--- config.mk ---
export PLATFORM = sky130hd
export DESIGN_NAME = sd_boot_loader
export DESIGN_NICKNAME = d
export VERILOG_FILES = /design/src/rtl/sd_boot_loader.sv
export SDC_FILE = /design/constraint.sdc
export NUM_CORES = 1
export LEC_CHECK = 0
export CAP_MARGIN = 20
export CORE_MARGIN = 5
export CORE_UTILIZATION = 60
export CTS_BUF_LIST = sky130_fd_sc_hd__clkbuf_4
export DETAILED_ROUTE_END_ITERATION = 10
export DONT_BUFFER_PORTS = 1
export GPL_ROUTABILITY_DRIVEN = 0
export PLACE_DENSITY = 0.9
export SLEW_MARGIN = 20
export SYNTH_ARGS = -nofsm -noshare
export SYNTH_HDL_FRONTEND = slang
export SYNTH_SLANG_ARGS = --single-unit
--- constraint.sdc ---
create_clock -name Clock -period 2.9 [get_ports Clock]
set_input_delay 0.435 -clock Clock [delete_from_list [all_inputs] [get_ports Clock]]
set_output_delay 0.435 -clock Clock [all_outputs]
set_load 0.05 [all_outputs]
--- src/rtl/sd_boot_loader.sv ---
// Boot copy engine: reads WORD_COUNT words from the SD word reader into RAM, summing them, holding the CPU off via Laedt.
// Latency: at least 5 cycles per word (REQ, DATA_WAIT, WR, WR_WAIT, REL_WAIT) plus SD and RAM handshake time.
// Backpressure: waits on SD_Busy/SD_Fertig and Mem_Bereit; any single wait longer than TIMEOUT cycles ends in ERROR.
module sd_boot_loader #(
  parameter logic [31:0] SD_START_WORD = 32'd0,
  parameter logic [31:0] WORD_COUNT    = 32'd1024,
  parameter logic [31:0] RAM_BASE      = 32'd0,
  parameter logic [31:0] TIMEOUT       = 32'd1000000
) (
  input  logic        Clock,
  input  logic        Reset_n,
  input  logic        Start,
  output logic        Laedt,
  output logic        Fertig_Laden,
  output logic        Fehler,
  output logic [31:0] Pruefsumme,
  output logic [31:0] SD_Adresse,
  output logic        SD_Lesen,
  input  logic [31:0] SD_Daten,
  input  logic        SD_Fertig,
  input  logic        SD_Busy,
  output logic [31:0] Mem_Adresse,
  output logic [31:0] Mem_Daten,
  output logic        Mem_Schreiben,
  input  logic        Mem_Bereit
);

  typedef enum logic [2:0] {
    S_IDLE,
    S_REQ,
    S_DATA_WAIT,
    S_WR,
    S_WR_WAIT,
    S_REL_WAIT,
    S_DONE,
    S_ERROR
  } state_t;

  state_t      state;
  logic [31:0] index;
  logic [31:0] timer;

  // One extra bit so TIMEOUT = 2^32-1 still compares correctly and TIMEOUT = 0 trips at once.
  logic [32:0] timer_inc;
  logic        timeout_hit;

  // Cycles spent in the current state, counting the cycle now ending.
  always_comb begin
    timer_inc   = {1'b0, timer} + 33'd1;
    timeout_hit = (timer_inc >= {1'b0, TIMEOUT});
  end

  // Copy sequencer; every output is a register so strobes and addresses are glitch-free.
  always_ff @(posedge Clock or negedge Reset_n) begin
    if (!Reset_n) begin
      state         <= S_IDLE;
      index         <= '0;
      timer         <= '0;
      Laedt         <= 1'b0;
      Fertig_Laden  <= 1'b0;
      Fehler        <= 1'b0;
      Pruefsumme    <= '0;
      SD_Adresse    <= '0;
      SD_Lesen      <= 1'b0;
      Mem_Adresse   <= '0;
      Mem_Daten     <= '0;
      Mem_Schreiben <= 1'b0;
    end else begin
      // Default: keep counting; every state change below restarts the timer.
      timer <= timer_inc[31:0];

      case (state)
        S_IDLE, S_DONE, S_ERROR: begin
          timer <= '0;
          if (Start) begin
            index        <= '0;
            Pruefsumme   <= '0;
            Fertig_Laden <= 1'b0;
            Fehler       <= 1'b0;
            if (WORD_COUNT == 32'd0) begin
              state        <= S_DONE;
              Fertig_Laden <= 1'b1;
              Laedt        <= 1'b0;
            end else begin
              state <= S_REQ;
              Laedt <= 1'b1;
            end
          end
        end

        S_REQ: begin
          if (!SD_Busy) begin
            SD_Lesen   <= 1'b1;
            SD_Adresse <= SD_START_WORD + index;
            state      <= S_DATA_WAIT;
            timer      <= '0;
          end else if (timeout_hit) begin
            state         <= S_ERROR;
            timer         <= '0;
            Fehler        <= 1'b1;
            Laedt         <= 1'b0;
            SD_Lesen      <= 1'b0;
            Mem_Schreiben <= 1'b0;
          end
        end

        S_DATA_WAIT: begin
          // Leaving this state on the capture cycle is what makes the capture happen only once.
          if (SD_Fertig) begin
            Mem_Daten  <= SD_Daten;
            Pruefsumme <= Pruefsumme + SD_Daten;
            SD_Lesen   <= 1'b0;
            state      <= S_WR;
            timer      <= '0;
          end else if (timeout_hit) begin
            state         <= S_ERROR;
            timer         <= '0;
            Fehler        <= 1'b1;
            Laedt         <= 1'b0;
            SD_Lesen      <= 1'b0;
            Mem_Schreiben <= 1'b0;
          end
        end

        S_WR: begin
          Mem_Schreiben <= 1'b1;
          Mem_Adresse   <= RAM_BASE + index;
          state         <= S_WR_WAIT;
          timer         <= '0;
        end

        S_WR_WAIT: begin
          if (Mem_Bereit) begin
            Mem_Schreiben <= 1'b0;
            index         <= index + 32'd1;
            state         <= S_REL_WAIT;
            timer         <= '0;
          end else if (timeout_hit) begin
            state         <= S_ERROR;
            timer         <= '0;
            Fehler        <= 1'b1;
            Laedt         <= 1'b0;
            SD_Lesen      <= 1'b0;
            Mem_Schreiben <= 1'b0;
          end
        end

        S_REL_WAIT: begin
          // The reader keeps SD_Fertig high until its busy phase ends; wait that out
          // so the old data-valid is never mistaken for the next word.
          if (!SD_Busy) begin
            timer <= '0;
            if (index == WORD_COUNT) begin
              state        <= S_DONE;
              Fertig_Laden <= 1'b1;
              Laedt        <= 1'b0;
            end else begin
              state <= S_REQ;
            end
          end else if (timeout_hit) begin
            state         <= S_ERROR;
            timer         <= '0;
            Fehler        <= 1'b1;
            Laedt         <= 1'b0;
            SD_Lesen      <= 1'b0;
            Mem_Schreiben <= 1'b0;
          end
        end

        default: begin
          state         <= S_IDLE;
          timer         <= '0;
          Laedt         <= 1'b0;
          SD_Lesen      <= 1'b0;
          Mem_Schreiben <= 1'b0;
        end
      endcase
    end
  end

endmodule

==> impl_metrics.toml, run 1 <==
[place]
place_area_sq_um = 11100
place_hpwl_um = 17800
port_buffers = 0
post-place-cells = 1302
dp_slack_ns = -0.311

[timing]
rsz0062_at_grt = "true"
worst_slew_pin_slew_ns = 1.11
hold_viol = 200
fin_crit_ns = 3.18
fmax_mhz = 314
fin_setup_tns_ns = -0.980
fin_worst_skew_ns = 0.0356
worst_slew_margin_rel_pct = 26.1
holdWs_ns = -0.542
final_max_slew_viol_count = 0
layout_setup_ws_ns = -0.281
fin_crit_sh_pct = 110
setup_viol = 6

[clock_tree]
cts-root-buf = "clkbuf_4"
cts_tree = "yes"
clk_latency_ns = 0.65
clkSinkCount = 200
cts.clk_slew.worst_paths_ns = 0.21
cts_hold_buf = 33
cts_buffer_depth = 2
htreeDepth = 4
numCtsBuffers = 17

[route]
wl_met2_um = 13700
wl_met1_um = 10300
drt_iter0_markers = 855
highest_layer = "met4"
wl_per_cell_um = 19.6
via_per_inst = 6.10
vias = 8436
ant_nets = 0
remaining_drc_errors = 0
wirelength_um = 27100
route.met3.wl_um = 2350
dr.pass1.iters = 5

[setup_path]
arrival_ns = 3.72
max_stage_delay_ns = 0.46
worst-path-buf-inv = 0
start_kind = "register"
cp_slowest_cell = "dfrtp_2"
required_ns = 3.44
end_kind = "register"
cp_cell_sequence = "ha_4, fa_2, a21o_1, a2111oi_4, nor3_2, o221a_2, o31a_1, o21a_1, o21a_1, or3_1, a32o_1"
cpMostUsedCell = "o21a_1"
crit_type = "reg2reg"
crit_path_max_fanout = 2
cp_top_family = "compound AO/OA/AOI/OAI gates"

[power_and_ir_drop]
irDropWorstVdd_mv = 0.751
p_total_mw = 10.3
p_leak_nw = 5.82
p_per_area_nw_per_um2 = 858

[status]
violations = "hold timing, setup timing"
status = "finished with violations"

[final_layout]
fin_area_sq_um = 12000
syn_to_final_growth_pct = 17.1
n_fill_cell = 1115
finish.utilization_pct = 72.1
fin_cells = 1384
fin_nets = 1220
drive_gt1_share_pct = 20.4

[global_routing]
grt_pass1_vias = 8678
overflow = 0
grt_first_pass_wirelength_um = 43700
grt_max_degree = 201
antenna_found_initial = 1
grt_use_total_pct = 27.1

[synth]
synth_cell_types = 66
synth_edf_count = 0
synth-seq-cells = 200
synth.yosys.seq_area_share_pct = 48.7
syn-cell-area_sq_um = 10300
synthArstFlopShare_pct = 100
synthFlopType = "dfrtp_1"
yosysWarnings = 0
syn_avg_cell_area_sq_um = 9.92
synthCells = 1036

[die]
num_rows = 47
num_io_pins = 171
die_h_um = 141
fp.coreArea_sq_um = 16700
die_x_um = 141
die_area_sq_um = 19800
initial_core_util_pct = 61.5

[run]
maxCapViolations = 0

[hold_path]
hold_path_class = "in2async"
power breakdown:
part           internal (mW)  switching, mW  total, mW
Clock                  0.472           1.23       1.70
Combinational           1.52           2.43       3.96
Sequential              3.25           1.42       4.67
sequential cells by signal, summed over array words and instances (netlist names):
register       cells
SD_Adresse        32
Fehler             1
Mem_Schreiben      1
Mem_Adresse       32
Mem_Daten         32
index             32
Laedt              1
SD_Lesen           1
Pruefsumme        32
Fertig_Laden       1
timer             32
state              3
routing by layer:
layer  GRT usage (%)  up-vias
li1                -     3881
met1            32.0     4136
met2            46.4      342
met3            8.91       77
met4            9.94        0
met5               0        -
cell usage in the layout, fill, tap and decap left out, drive strengths merged, types with 4 or more instances in the layout:
master	Yosys	layout
buf	7	89
and3	15	15
inv	20	30
mux2i	6	6
nand3	31	31
dlygate4sd3	0	33
xnor2	23	23
diode	0	5
nor3b	4	4
or3	9	9
o21ai	65	65
and2	8	8
o31ai	11	11
a32o	4	4
nor4	10	10
ha	35	35
nor2	83	83
dfrtp	200	200
o211ai	5	5
nand2	175	175
clkbuf	35	17
a211oi	6	6
xor2	47	47
nor2b	7	7
nand4	24	24
a22o	6	6
nand2b	7	7
a21o	18	18
clkinv	1	6
conb	1	12
mux2	62	62
and4	6	6
o21a	8	8
a21oi	39	39
a31oi	10	10
nor3	14	14
cells in the mapped netlist, drive strengths merged, types with 15 or more instances:
| master | n | area share (%) |
|---|---|---|
| inv | 20 | 0.73 |
| nand4 | 24 | 1.6 |
| a21o | 18 | 1.3 |
| o21ai | 65 | 3.2 |
| nand2 | 175 | 6.4 |
| mux2 | 62 | 6.8 |
| a21oi | 39 | 1.9 |
| ha | 35 | 4.3 |
| xnor2 | 23 | 2.0 |
| and3 | 15 | 0.91 |
| dfrtp | 200 | 49 |
| nor2 | 83 | 3.0 |
| xor2 | 47 | 4.0 |
| clkbuf | 35 | 1.3 |
| nand3 | 31 | 1.5 |
cell families after synthesis:
group / after synthesis / share of synthesized area [%]
simple gates: 398 / 18.2
compound gates: 200 / 12.7
flops: 200 / 48.7
xor+xnor: 70 / 5.97
mux: 68 / 7.38
buf+inv: 63 / 2.48
fa+ha+maj: 36 / 4.46
other cells: 1 / 0.0365
final timing paths:
check	slack (ns)	cells past startpoint	startpoint	to
max	-0.28	11	Pruefsumme[0]	Pruefsumme[20]
min	-0.54	0	Reset_n	Pruefsumme[14]
max reg2reg	-0.28	11	Pruefsumme[0]	Pruefsumme[20]
min reg2reg	0.57	1	timer[0]	timer[0]
max in group asynchronous	3.07	0	Reset_n	Pruefsumme[22]
min in group Clock	0.05	2	SD_Daten[0]	Pruefsumme[0]
final cells by class:
class,instances,area [sq um],area share [%]
clock inverter,15,231,1.92
multi-input combinational,784,5260,43.7
timing repair buffer,122,1030,8.57
inverter,21,78.8,0.655
antenna,5,12.5,0.104
clock buffer,17,128,1.06
sequential,200,5020,41.7
tap,220,275,2.29
timing repair:
item / in CTS / in global routing
resized for setup: 10 / 23
endpoints found under the hold margin: 233 / 200
gates cloned: 0 / 0
endpoints found under the setup margin: 10 / 35
pin swaps: 14 / 7
buffers inserted: 7 / 6
No activity file was read; power rests on OpenSTA's default activity.
==> inputs of run 2 (changes only) <==
--- a/config.mk
+++ b/config.mk
@@ -13,6 +13,7 @@
 export DONT_BUFFER_PORTS = 1
 export GPL_ROUTABILITY_DRIVEN = 0
 export PLACE_DENSITY = 0.9
+export REMOVE_ABC_BUFFERS = 1
 export SLEW_MARGIN = 20
 export SYNTH_ARGS = -nofsm -noshare
 export SYNTH_HDL_FRONTEND = slang
==> run 2 against run 1 <==
Critical endpoint unchanged. Utilization is 0.12 points lower. Critical path depth unchanged. The flow still finishes with violations (hold timing, setup timing). Cell count rose by 0.29%.
==> impl_metrics.toml, run 2 (same netlist as run 1, synthesis figures left out) <==
[global_routing]
grt_busiest_layer = "met2"
grt_pass1_vias = 8875
met2_usage_pct = 45.5
grt_max_degree = 201
antenna_found_initial = 3
grt_use_total_pct = 27.0
grt_first_pass_wirelength_um = 43600
use_met1_pct = 31.0
overflow = 0
met3_usage_pct = 8.70

[route]
vias = 8509
dr.pass1.iters = 9
via_per_inst = 6.13
wirelength_um = 27000
drt_iter0_markers = 641
ant_nets = 0
remaining_drc_errors = 0
wl_per_cell_um = 19.5

[clock_tree]
cts_buffer_depth = 2
clkSinkCount = 200
cts-root-buf = "clkbuf_4"
cts.clk_slew.worst_paths_ns = 0.21
cts_tree = "yes"
clk_latency_ns = 0.64
cts_hold_buf = 33
numCtsBuffers = 17
htreeDepth = 4

[die]
num_io_pins = 171
die_h_um = 141
initial_core_util_pct = 61.5
die_x_um = 141
die_area_sq_um = 19800
num_rows = 47
fp.coreArea_sq_um = 16700

[final_layout]
syn_to_final_growth_pct = 17.0
regArea_sq_um = 5010
layout_commonest_cell = "dfrtp_1"
fin_nets = 1227
final_cell_mix = "197 x dfrtp_1, 175 x nand2_1, 94 x buf_4"
multi_input_area_sq_um = 5260
n_fill_cell = 1084
fin_cells = 1388
drive_gt1_share_pct = 20.2

[place]
place_hpwl_um = 17700
post-place-cells = 1303
port_buffers = 0

[setup_path]
reg2reg_slack_ns = -0.19
reg2reg_depth = 11
arrival_ns = 3.65
required_ns = 3.46
end_kind = "register"
crit_type = "reg2reg"
crit_path_max_fanout = 2
start_kind = "register"

[timing]
setup_viol = 5
worst_slew_pin_slew_ns = 1.06
fin_worst_skew_ns = 0.0422
worst_slew_margin_rel_pct = 29.6
fin_crit_ns = 3.09
holdWs_ns = -0.553
rsz0062_at_grt = "true"
hold_viol = 200
layout_setup_ws_ns = -0.189
fmax_mhz = 324
final_max_slew_viol_count = 0
fin_crit_sh_pct = 107

[power_and_ir_drop]
irDropWorstVdd_mv = 0.737
p_leak_nw = 5.83
p_per_area_nw_per_um2 = 863

[status]
violations = "hold timing, setup timing"
status = "finished with violations"

[hold_path]
hold_path_class = "in2async"

[run]
maxCapViolations = 0
run 2: cell count changes in the layout (fill, tap and decap cells not counted), moves of 3 or more:
cell and delta:
diode_2 -3, inv_12 -3, dfrtp_2 -10, dfrtp_1 +10, nor3_2 -3, buf_4 +9
run 2: area by class of cell:
cell class	count	share of cell area, %
Clock inverter	15	1.58
Tap cell	220	2.29
Antenna cell	2	0.0417
Inverter	21	0.656
Multi-Input combinational cell	784	43.8
Clock buffer	17	1.06
Sequential cell	200	41.7
Timing Repair Buffer	129	8.88
run 2: metrics by stage:
stage               utilization [%]  setup slack (ns)  power (mW)  TNS (ns)  cell area, sq um
floorplan                         -            -0.534        7.14     -1.70             10100
global placement               66.1            -0.349        8.16    -0.765             11000
detailed placement             66.1            -0.388        8.31     -1.38             11000
CTS                            70.8            -0.196        10.1    -0.389             11800
global route                   71.9            -0.330        10.9     -1.41             12000
finish                         71.9            -0.189        10.4    -0.609             12000
run 2: critical path, stage by stage (launching register included):
cell	delay [ns]
dfrtp_1	0.45
ha_4	0.18
fa_2	0.34
a21o_1	0.21
a2111oi_4	0.39
nor3_2	0.09
o221a_2	0.24
o31a_1	0.25
o21a_1	0.17
o21a_1	0.17
or3_1	0.30
a32o_1	0.22
run 2: power by group:
group          switching (mW)  internal, mW  total [mW]
Clock                    1.15         0.421        1.57
Combinational            2.49          1.62        4.12
Sequential               1.45          3.24        4.69
Total                    5.09          5.28        10.4
run 2: path summary, 6_finish.rpt:
path / startpoint / end
hold reg to reg: timer[0] / timer[0]
min in group Clock: SD_Busy / Mem_Schreiben
hold / removal: Reset_n / SD_Adresse[10]
setup / recovery: Pruefsumme[0] / Pruefsumme[20]
setup reg to reg: Pruefsumme[0] / Pruefsumme[20]
max in group asynchronous: Reset_n / timer[10]
run 2: metal layers:
layer | part of all wire, % | vias to the layer above
li1 | - | 3878
met1 | 37 | 4122
met2 | 50 | 410
met3 | 8.3 | 99
met4 | 4.9 | 0
met5 | 0 | -
run 2: timing repair:
action / in CTS / in global routing
pin swaps: 14 / 31
setup buffers: 10 / 9
gates resized for setup: 11 / 33
endpoints found under the hold margin: 233 / 200
endpoints found under the setup margin: 9 / 38
==> inputs of run 3 (changes only) <==
--- a/config.mk
+++ b/config.mk
@@ -5,7 +5,9 @@
 export SDC_FILE = /design/constraint.sdc
 export NUM_CORES = 1
 export LEC_CHECK = 0
+export ABC_CLOCK_PERIOD_IN_PS = 2900
 export CAP_MARGIN = 20
+export CORE_ASPECT_RATIO = 0.9
 export CORE_MARGIN = 5
 export CORE_UTILIZATION = 60
 export CTS_BUF_LIST = sky130_fd_sc_hd__clkbuf_4
==> run 3 against run 2 <==
The run still ends with hold timing, setup timing left. Combinational power down 3%. Sequential cell count is the same. Worst setup slack lost 0.10 ns. Non-clock buffer count decreased by 5. Critical path depth did not move. Largest power group unchanged.
==> impl_metrics.toml, run 3 (same netlist as run 1, synthesis figures left out) <==
[status]
status = "finished with violations"
violations = "hold timing, setup timing"

[place]
place_area_sq_um = 11000
dp_slack_ns = -0.391
post-place-cells = 1292
place_hpwl_um = 17300
port_buffers = 0

[final_layout]
n_antenna_cell = 0
fin_nets = 1222
fin_cells = 1372
drive_gt1_share_pct = 20.3
fin_area_sq_um = 12000
layout_commonest_cell = "dfrtp_1"
final_cell_mix = "196 x dfrtp_1, 175 x nand2_1, 87 x buf_4"
syn_to_final_growth_pct = 16.6

[hold_path]
hold_path_class = "in2async"

[clock_tree]
cts_hold_buf = 33
clkSinkCount = 200
cts_buffer_depth = 2
clk_latency_ns = 0.60
cts.clk_slew.worst_paths_ns = 0.19
htreeDepth = 4
numCtsBuffers = 17
cts-root-buf = "clkbuf_4"
cts_tree = "yes"

[setup_path]
cp_cell_sequence = "ha_2, fa_2, a21o_1, a2111oi_4, nor3_2, o221a_2, o31a_1, o21a_1, o21a_1, or3_1, a32o_1"
crit_path_max_fanout = 2
start_kind = "register"
timing.rr.end = "Pruefsumme[20]"
cp_slowest_cell = "dfrtp_1"
cp_top_family = "compound AO/OA/AOI/OAI gates"
cpMostUsedCell = "o21a_1"
worst-path-buf-inv = 0
reg2reg_slack_ns = -0.29
crit_type = "reg2reg"
required_ns = 3.41
r2r_start = "Pruefsumme[0]"
max_stage_delay_ns = 0.42
end_kind = "register"
arrival_ns = 3.70
reg2reg_depth = 11

[timing]
fmax_mhz = 314
fin_worst_skew_ns = 0.0181
hold_viol = 200
worst_slew_pin_slew_ns = 1.08
setup_viol = 6
layout_setup_ws_ns = -0.289
fin_crit_ns = 3.19
holdWs_ns = -0.512
worst_slew_margin_rel_pct = 28.2
fin_setup_tns_ns = -0.918
fin_crit_sh_pct = 110
rsz0062_at_grt = "true"
final_max_slew_viol_count = 0

[route]
drt_iter0_markers = 797
via_per_inst = 6.11
wl_per_cell_um = 19.2
wirelength_um = 26300
remaining_drc_errors = 0
ant_nets = 0
dr.pass1.iters = 5
vias = 8383

[global_routing]
grt_max_degree = 201
antenna_found_initial = 0
grt_first_pass_wirelength_um = 42200
grt_pass1_vias = 8506
grt_use_total_pct = 26.0
overflow = 0

[die]
num_io_pins = 171
initial_core_util_pct = 61.0
num_rows = 45
die_h_um = 134
die_x_um = 148
fp.coreArea_sq_um = 16800
die_area_sq_um = 19800

[power_and_ir_drop]
p_total_mw = 10.2
irDropWorstVdd_mv = 0.802
p_leak_nw = 5.83
p_per_area_nw_per_um2 = 851

[run]
maxCapViolations = 0
## run 3: changes by cell type in the layout (fill, tap and decap cells not counted), moves of 2 or more
cell / before / now
buf_4: 94 / 87
inv_8: 3 / 7
clkinv_8: 5 / 3
diode_2: 2 / 0
ha_2: 1 / 3
inv_12: 2 / 0
## run 3: per-layer routing
| metal | GRT usage [%] | wire length [um] | part of all wire, % |
|---|---|---|---|
| met3 | 7.94 | 2230 | 8.5 |
| met1 | 32.6 | 10300 | 39 |
| met5 | 0 | 0 | 0 |
| met2 | 42.9 | 13000 | 49 |
| met4 | 9.59 | 787 | 3.0 |
## run 3: what timing repair did
action,in CTS,in global routing
gates resized for setup,13,35
pin swaps,19,29
setup endpoints to repair,15,39
hold endpoints to repair,233,200
setup buffers,2,13
## run 3: through the flow
| step | utilization [%] | hold WS (ns) |
|---|---|---|
| global placement | 65.5 | 0.145 |
| CTS | 69.6 | -0.553 |
| floorplan | - | 0.139 |
| global route | 71.2 | -0.579 |
| finish | 71.2 | -0.512 |
| detailed placement | 65.5 | 0.145 |
## run 3: how the worst max path moves through the flow
stage	start	endpoint	slack, ns	cells after the start
after CTS	Pruefsumme[0]	Pruefsumme[20]	-0.19	11
after global placement	SD_Daten[0]	Pruefsumme[20]	-0.36	11
final	Pruefsumme[0]	Pruefsumme[20]	-0.29	11
after floorplan	Pruefsumme[0]	Pruefsumme[20]	-0.53	11
after detailed placement	SD_Daten[0]	Pruefsumme[20]	-0.39	11
after global routing	Pruefsumme[0]	Pruefsumme[20]	-0.38	11
## run 3: layout make-up
cell class,count,area (sq um)
inverters,21,78.8
multi-input cells,784,5280
repair buffers,124,1050
fillers,1072,4850
flip-flops and latches,200,5010
well taps,211,264
clock buffers,17,128
clock inverters,15,171
## run 3: report_power, final
part	total (mW)	switching, mW	internal [mW]
Sequential	4.69	1.45	3.24
Combinational	3.98	2.42	1.56
Clock	1.53	1.12	0.411
Total	10.2	4.99	5.21
